File: src/rtl/zic_nest_ctrl_if.sv
// zic_nest_ctrl_if: request/ack/EOI handshake between the interrupt controller and the core
interface zic_nest_ctrl_if #(
  parameter int ID_W = 8,
  parameter int LP_W = 8
);
  logic            interrupt_request_o;
  logic [ID_W-1:0] interrupt_id_o;
  logic [LP_W-1:0] interrupt_lp_o;
  logic            zic_ack_i;
  logic [ID_W-1:0] zic_ack_id_i;
  logic            zic_eoi_valid_i;
  modport master (
    output interrupt_request_o, interrupt_id_o, interrupt_lp_o,
    input  zic_ack_i, zic_ack_id_i, zic_eoi_valid_i
  );
  modport slave (
    input  interrupt_request_o, interrupt_id_o, interrupt_lp_o,
    output zic_ack_i, zic_ack_id_i, zic_eoi_valid_i
  );
endinterface

File: src/rtl/zic_nest_ctrl.sv
// zic_nest_ctrl: prioritised interrupt controller with a nesting stack of preempted priorities
module zic_nest_ctrl #(
  parameter int NUM_INT    = 48,
  parameter int LP_W       = 8,
  parameter int ID_W       = 8,
  parameter int NEST_DEPTH = 4
) (
  input  logic                              zic_clk,
  input  logic                              zic_rst,
  input  logic                              wdt_reset_i,
  input  logic [NUM_INT-1:0]                int_src_i,
  input  logic [NUM_INT-1:0]                int_enable_i,
  input  logic [NUM_INT-1:0]                int_edge_mode_i,
  input  logic [NUM_INT*LP_W-1:0]           int_lp_i,
  zic_nest_ctrl_if.master                   core,
  output logic [NUM_INT-1:0]                interrupt_pending_o,
  output logic [LP_W-1:0]                   active_lp_o,
  output logic [$clog2(NEST_DEPTH+1)-1:0]   nest_level_o,
  output logic                              ack_err_o,
  output logic                              eoi_err_o
);
  localparam int NL_W = $clog2(NEST_DEPTH + 1);
  localparam int SI_W = NEST_DEPTH > 1 ? $clog2(NEST_DEPTH) : 1;
  typedef struct packed {
    logic [NUM_INT-1:0]                src_q;
    logic [NUM_INT-1:0]                pending;
    logic [ID_W-1:0]                   id;
    logic [LP_W-1:0]                   lp;
    logic                              valid;
    logic [LP_W-1:0]                   active;
    logic [NEST_DEPTH-1:0][LP_W-1:0]   stack;
    logic [NL_W-1:0]                   nest;
    logic                              ack_err;
    logic                              eoi_err;
  } state_t;
  state_t q, d;
  logic [ID_W-1:0]    res_id;
  logic [LP_W-1:0]    res_lp;
  logic               req, accept, eoi_ok;
  logic [NUM_INT-1:0] pend_set, pend_clr;
  logic [SI_W-1:0]    push_idx, pop_idx;
  assign req = q.valid & (q.lp > q.active) & (q.nest < NL_W'(NEST_DEPTH));
  assign core.interrupt_request_o = req;
  assign core.interrupt_id_o = q.id;
  assign core.interrupt_lp_o = q.lp;
  assign interrupt_pending_o = q.pending;
  assign active_lp_o = q.active;
  assign nest_level_o = q.nest;
  assign ack_err_o = q.ack_err;
  assign eoi_err_o = q.eoi_err;
  assign accept = core.zic_ack_i & req & (core.zic_ack_id_i == q.id);
  assign eoi_ok = core.zic_eoi_valid_i & (q.nest != '0);
  // an edge line needs a low sample last cycle, a level line only needs to be high
  assign pend_set = int_enable_i & int_src_i & ~(int_edge_mode_i & q.src_q);
  assign pend_clr = accept ? NUM_INT'(1) << q.id : '0;
  assign push_idx = SI_W'(q.nest);
  assign pop_idx = SI_W'(q.nest - 1'b1);
  // strict compare keeps the lowest id on ties and never lets lp 0 win
  always_comb begin
    res_id = '0;
    res_lp = '0;
    for (int k = 0; k < NUM_INT; k++)
      if (q.pending[k] && int_enable_i[k] && int_lp_i[k*LP_W +: LP_W] > res_lp) begin
        res_id = ID_W'(k);
        res_lp = int_lp_i[k*LP_W +: LP_W];
      end
  end
  always_comb begin
    d = q;
    d.src_q = int_src_i;
    d.pending = (q.pending & ~pend_clr | pend_set) & int_enable_i;
    d.id = res_id;
    d.lp = res_lp;
    d.valid = res_lp != '0;
    d.ack_err = core.zic_ack_i & ~accept;
    d.eoi_err = core.zic_eoi_valid_i & ~eoi_ok;
    d.active = accept ? q.lp : eoi_ok ? q.stack[pop_idx] : q.active;
    d.nest = accept && !eoi_ok ? q.nest + 1'b1 : eoi_ok && !accept ? q.nest - 1'b1 : q.nest;
    if (accept && !eoi_ok) d.stack[push_idx] = q.active;
    if (wdt_reset_i) d = '0;
  end
  always_ff @(posedge zic_clk or negedge zic_rst)
    if (!zic_rst) q <= '0;
    else q <= d;
endmodule

File: src/flat_wrapper.sv
// flat-port wrapper written by rule: the top's interface ports become plain ports
module zic_nest_ctrl_flat 
#(
  parameter int NUM_INT    = 48,
  parameter int LP_W       = 8,
  parameter int ID_W       = 8,
  parameter int NEST_DEPTH = 4
)
  (zic_clk, zic_rst, wdt_reset_i, int_src_i, int_enable_i, int_edge_mode_i, int_lp_i, interrupt_pending_o, active_lp_o, nest_level_o, ack_err_o, eoi_err_o, core_interrupt_request_o, core_interrupt_id_o, core_interrupt_lp_o, core_zic_ack_i, core_zic_ack_id_i, core_zic_eoi_valid_i);
  zic_nest_ctrl_if #(.ID_W(ID_W), .LP_W(LP_W)) core_i ();
  input  logic zic_clk;
  input  logic zic_rst;
  input  logic wdt_reset_i;
  input  logic [NUM_INT-1:0] int_src_i;
  input  logic [NUM_INT-1:0] int_enable_i;
  input  logic [NUM_INT-1:0] int_edge_mode_i;
  input  logic [NUM_INT*LP_W-1:0] int_lp_i;
  output logic [NUM_INT-1:0] interrupt_pending_o;
  output logic [LP_W-1:0] active_lp_o;
  output logic [$clog2(NEST_DEPTH+1)-1:0] nest_level_o;
  output logic ack_err_o;
  output logic eoi_err_o;
  output wire logic [$bits(core_i.interrupt_request_o)-1:0] core_interrupt_request_o;
  output wire logic [$bits(core_i.interrupt_id_o)-1:0] core_interrupt_id_o;
  output wire logic [$bits(core_i.interrupt_lp_o)-1:0] core_interrupt_lp_o;
  input wire logic [$bits(core_i.zic_ack_i)-1:0] core_zic_ack_i;
  input wire logic [$bits(core_i.zic_ack_id_i)-1:0] core_zic_ack_id_i;
  input wire logic [$bits(core_i.zic_eoi_valid_i)-1:0] core_zic_eoi_valid_i;
  assign core_interrupt_request_o = core_i.interrupt_request_o;
  assign core_interrupt_id_o = core_i.interrupt_id_o;
  assign core_interrupt_lp_o = core_i.interrupt_lp_o;
  assign core_i.zic_ack_i = core_zic_ack_i;
  assign core_i.zic_ack_id_i = core_zic_ack_id_i;
  assign core_i.zic_eoi_valid_i = core_zic_eoi_valid_i;
  zic_nest_ctrl #(.NUM_INT(NUM_INT), .LP_W(LP_W), .ID_W(ID_W), .NEST_DEPTH(NEST_DEPTH)) u_core (.zic_clk(zic_clk), .zic_rst(zic_rst), .wdt_reset_i(wdt_reset_i), .int_src_i(int_src_i), .int_enable_i(int_enable_i), .int_edge_mode_i(int_edge_mode_i), .int_lp_i(int_lp_i), .core(core_i), .interrupt_pending_o(interrupt_pending_o), .active_lp_o(active_lp_o), .nest_level_o(nest_level_o), .ack_err_o(ack_err_o), .eoi_err_o(eoi_err_o));
endmodule
File: config.mk
export PLATFORM = sky130hd
export DESIGN_NAME = zic_nest_ctrl_flat
export DESIGN_NICKNAME = d
export VERILOG_FILES = /design/src/rtl/zic_nest_ctrl_if.sv /design/src/rtl/zic_nest_ctrl.sv /design/src/flat_wrapper.sv
export SDC_FILE = /design/constraint.sdc
export NUM_CORES = 2
export LEC_CHECK = 0
export BUFFER_PORTS_ARGS = -buffer_cell sky130_fd_sc_hd__buf_2
export CAP_MARGIN = 30
export CORE_AREA = 4 4 240 242
export CTS_CLUSTER_DIAMETER = 100
export CTS_CLUSTER_SIZE = 10
export DETAILED_ROUTE_END_ITERATION = 12
export DIE_AREA = 0 0 244 246
export GPL_TIMING_DRIVEN = 0
export PLACE_DENSITY = 0.72
export SLEW_MARGIN = 20
export SYNTH_ARGS = -nofsm -noshare
export SYNTH_HDL_FRONTEND = slang
export SYNTH_SLANG_ARGS = --single-unit
File: constraint.sdc
create_clock -name zic_clk -period 87.2 [get_ports zic_clk]
set_input_delay 13.08 -clock zic_clk [delete_from_list [all_inputs] [get_ports zic_clk]]
set_output_delay 13.08 -clock zic_clk [all_outputs]
set_load 0.005 [all_outputs]
After elaboration in Yosys (flattened, before gate mapping):

Cells that the tools add are included.

* register bits: 158
* bits in latches: 0
* memory bits (writable): 0
* memory bits (read-only): 0
* input bits: 541
* output and inout port bits: 78
* logic and storage cells: 300
* memories: 0

* $add $sub $neg: 2
* multiply operators: 0
* divide/modulo/power cells: 0
* order comparisons: 53
* eq/ne operators: 1
* shift operators: 1
* mux-type cells: 107
* bitwise logic cells: 17
* reduce and logical (&&, ||, !) cells: 106

Operator list (number)
* 8-bit 2-to-1 mux: 52
* 8-bit greater-than comparator: 48
* 48-bit bitwise AND: 5
* 158-bit 2-to-1 mux: 1
* 1-bit logical AND: 99
* 6-bit 2-to-1 mux: 16
* 48-bit inverter: 2
* 5-bit 2-to-1 mux: 16
* 48-bit 2-to-1 mux: 1
* 48-bit OR: 1
* 1-bit by 8-bit left shift with 48-bit output, first input constant: 1
* 32-bit bitwise mux: 1
* 32-bit 2-to-1 mux: 1
* 4-bit 2-to-1 mux: 8
* 3-bit 2-to-1 mux: 6
* 8-bit binary-select mux with 2-bit select: 1
* 8-bit demux with 2-bit select: 1
* 3-bit nonzero test: 3
* 8-bit == test: 1
* 8-bit by 1-bit greater-than comparator with 1-bit output, second input constant: 1
* 8-bit nonzero test: 1
* 1-bit bitwise AND: 7
* 2-bit by 3-bit less-than comparator with 1-bit output, second input constant: 2
* 2-bit 2-to-1 mux: 2
* 8 further kinds: 10

Longest topological paths before layout:

* depth after elaboration: 146
* gate-level depth with buffers: 506

Worst setup path before layout:

Ideal clock, no wire load.

* path type: input to register
* start: input int_enable_i[0]
* end: register u_core.q[45] in the netlist's numbering
* library setup time: 0.143 ns
* arrival time: 98.946 ns
* data required time: 87.057 ns
* path slack: -11.889 ns
* cell stages on the path: 466
* buffers on the path: 32
* path through: and2_1 clkbuf_1 nand2_1 ha_1 nand4_1 or2_0 a211oi_2 or2_2 clkbuf_1 nand2_1 o21ai_0 inv_1 ha_1 a21o_1 maj3_1 nand2_1 o2111a_1 a2111oi_2 [430 not listed] o2111ai_1 mux2_2 clkbuf_1 nand2_1 o21ai_0 ha_1 nor2b_1 o21a_1 o21ai_0 nand2b_1 a21oi_1 o21ai_0 nand4_1 nand2_1 o32a_1 o31a_1 nor3_1 a41oi_1

RTL lines
* start, declared: RTL line flat_wrapper.sv:15 `input logic [NUM_INT-1:0] int_enable_i;`
* end signal, assigned: RTL line zic_nest_ctrl.sv:83 `if (!zic_rst) q <= '0;`
* end signal, assigned: RTL line zic_nest_ctrl.sv:84 `else q <= d;`
* end, declared: RTL line zic_nest_ctrl.sv:36 `state_t q, d;`

==> key figures <==
CTS
  • Num CTS Buffers: 17
  • Reg clk slew, reported paths: 0.06 ns
  • Worst skew pair latency: 0.47 ns
  • Clk buf depth: 2
  • Hold_buf cts: 0
  • CTS Root Cell: clkbuf_16
  • CTS tree: done
  • # clock sinks: 156
  • H-Tree Depth: 4

Floorplanning
  • Die H: 246 um
  • Initial cell density of the core: 45.3%
  • I/O Pins: 619
  • Die area: 60000 um2
  • # rows: 86
  • Core region area: 55100 um2
  • Die Wd: 244 um

STA
  • Final worst slack: -6.69 ns
  • Tcrit/Tclk final: 108%
  • RSZ-0062 raised after global routing: yes
  • Min Tclk post-route: 93.89 ns
  • TNS Setup: -94.11 ns
  • Max-slew headroom: 38.0%
  • Setup Skew: 0.0179 ns
  • Max Slew Vio Count: 0
  • Hold WS: 0.523 ns
  • Final Hold Fails: 0
  • Worst Tran Pin Value: 0.930 ns
  • FMAX: 10.7 MHz
  • Setup Viol. Count Final: 15

Routing
  • Via density: 5.95
  • Metal-1 WL: 43600 um
  • Wire length on met3: 8550 um
  • DRC violation total after the first TritonRoute iteration: 2412
  • DRT antenna net count: 0
  • Drt wl/cell: 22.0 um
  • Highest metal used: met5
  • Total routed wirelength: 112000 um
  • Met2 WL post-DR: 53400 um
  • Total number of vias: 30400
  • DRC viols: 0
  • Pre-antenna DRT Iters: 8

Worst setup path
  • CP most frequent cell: a21o_1
  • CP Data Required Time: 87.49 ns
  • Max FO, Critical Path: 10
  • CP startpoint: int_enable_i[0]
  • Crit path arrival time: 94.18 ns
  • CP max stage cell: o2111ai_4
  • Worst Setup Start Kind: input pin
  • Crit end category: flop
  • CP Class: in2reg
  • Reg2Reg Launch Point: u_core.interrupt_pending_o[0]$_DFF_PN0_
  • Max stage delay on crit path: 0.48 ns

Placed design
  • Port Buf Inserts: 613
  • GP Congestion: 0.952
  • DP Area: 30900 um2
  • DP Wirelength: 83400 um
  • Worst slack, placed: -13.21 ns
  • Placed cell count: 4609

Logic synthesis
  • EDFF count, synth: 0
  • Synth warn: 0
  • Post-synthesis cell area: 25000 um2
  • Post-synthesis cell count: 3246
  • Average size of a mapped cell: 7.69 um2
  • Sequential element share of the synthesized area: 15.6%
  • Ys flop type: dfrtp_1
  • Synth async-reset ratio: 100%
  • #FFs+latches synth: 156
  • Yosys cell types: 105

Final layout
  • Syn-to-layout area delta: 51.2%
  • Design area: 37700 um2
  • Filler Cell Count: 4244
  • Post-layout util: 68.5%
  • Finished Layout Cells: 5103
  • Nets: 5170
  • Share of cells above drive strength 1: 45.1%

Run status
  • Failing checks: setup timing
  • Status: complete, but fails checks

GRT
  • Vias in the first global route: 28600
  • Pin count of the biggest net entering global routing: 85
  • Grt ovf: 0
  • Initial antenna violation count: 46
  • First-pass GRT wire length: 158000 um
  • Overall routing resource usage: 33.3%

Worst hold path
  • Hold path start: u_core.q[7]$_DFFE_PN0P_
  • Min-delay worst type: reg2reg

Pwr
  • PD cells: 20.9 nW/um2
  • Pwr Total: 0.787 mW
  • VDD IR max: 0.0000193 V
  • Leakage power: 17.6 nW

Job
  • Max cap viols: 0
## layout make-up
type	instances	area, um2	area share (%)
Multi-Input combinational cell	2603	23100	61.2
Buffer	152	1290	3.41
Inverter	329	1270	3.36
Clock buffer	22	474	1.26
Clock inverter	10	139	0.368
Tap cell	748	936	2.48
Timing Repair Buffer	1026	6470	17.2
Antenna cell	57	143	0.378
Sequential cell	156	3900	10.3
## sequential cells by signal (all words and copies together), names as in the netlist
register                    cells
u_core.q                       81
u_core.interrupt_pending_o     48
u_core.active_lp_o              8
u_core.core.interrupt_lp_o      8
u_core.core.interrupt_id_o      6
u_core.nest_level_o             3
u_core.ack_err_o                1
u_core.eoi_err_o                1
## critical path, delay by kind of cell
family / cells / cell delay, ns
AOI/OAI and AO/OA: 200 / 34.09
adders and majority gates: 49 / 12.22
buffers and inverters: 90 / 11.29
muxes: 26 / 6.97
and+or+nand+nor: 114 / 16.28
## cells in the mapped netlist (all sizes together), types with 85 or more instances
master	instances	area [um2]
mux2i	91	923
nor2	274	1030
nand2	301	1130
ha	344	4300
inv	328	1230
o21ai	155	780
nor2b	88	551
dfrtp	156	3900
buf	85	609
a21o	128	961
a21oi	170	858
mux2	125	1410
## timing repair
item,4_1_cts,5_1_grt
setup buffers,282,126
pin swaps,225,265
gates cloned,3,3
resized for setup,265,298
endpoints found under the setup margin,15,15
hold endpoints to repair,0,0
## report_power, final
group / leakage [nW] / switching [mW] / internal [mW]
clock: 0.300 / 0.0352 / 0.0473
sequential: 2.09 / 0.00625 / 0.0778
combinational: 15.2 / 0.322 / 0.299
## cells in the final DEF, fill, tap and decap left out, drive strengths merged, types with 13 or more instances in the layout
| cell type | count |
|---|---|
| mux2i | 91 |
| and2 | 57 |
| nor2 | 274 |
| a21oi | 170 |
| o211ai | 34 |
| nand4 | 46 |
| ha | 344 |
| inv | 328 |
| a211o | 19 |
| o2111ai | 15 |
| o31a | 19 |
| nor3b | 61 |
| xor2 | 13 |
| a21o | 128 |
| a211oi | 34 |
| o21ai | 155 |
| nor3 | 55 |
| mux2 | 125 |
| or2 | 26 |
| a22oi | 53 |
| nand2b | 46 |
| a31oi | 44 |
| nand3 | 71 |
| nand2 | 301 |
| clkbuf | 77 |
| o211a | 22 |
| nor2b | 88 |
| xnor2 | 21 |
| buf | 1123 |
| diode | 57 |
| a221oi | 14 |
| dfrtp | 156 |
| and4 | 17 |
| a21boi | 13 |
| or3 | 15 |
| o21a | 26 |
| and3 | 36 |
## final timing paths
check	to	slack, ns	cells past startpoint
min in group asynchronous	u_core.interrupt_pending_o[40]$_DFF_PN0_	12.60	1
min	u_core.q[7]$_DFFE_PN0P_	0.52	2
min reg2reg	u_core.q[7]$_DFFE_PN0P_	0.52	2
max	u_core.q[45]$_DFF_PN0_	-6.69	479
max in group asynchronous	u_core.core.interrupt_id_o[3]$_DFF_PN0_	73.72	2
max reg2reg	u_core.q[45]$_DFF_PN0_	5.61	478
## per-layer routing
layer / global-route usage [%] / vias to the layer above
met4: 15.4 / 10
met5: 0 / -
li1: - / 13900
met1: 41.1 / 14500
met3: 5.70 / 444
met2: 56.7 / 1516
## logic make-up after synthesis
kind of cell,share of synthesized area [%]
flops,15.6
xor+xnor,1.19
buf+inv,8.50
other cells,0.0150
compound gates,24.5
mux,10.1
simple gates,22.5
fa+ha+maj,17.6
(Power assumes the default switching activity.)
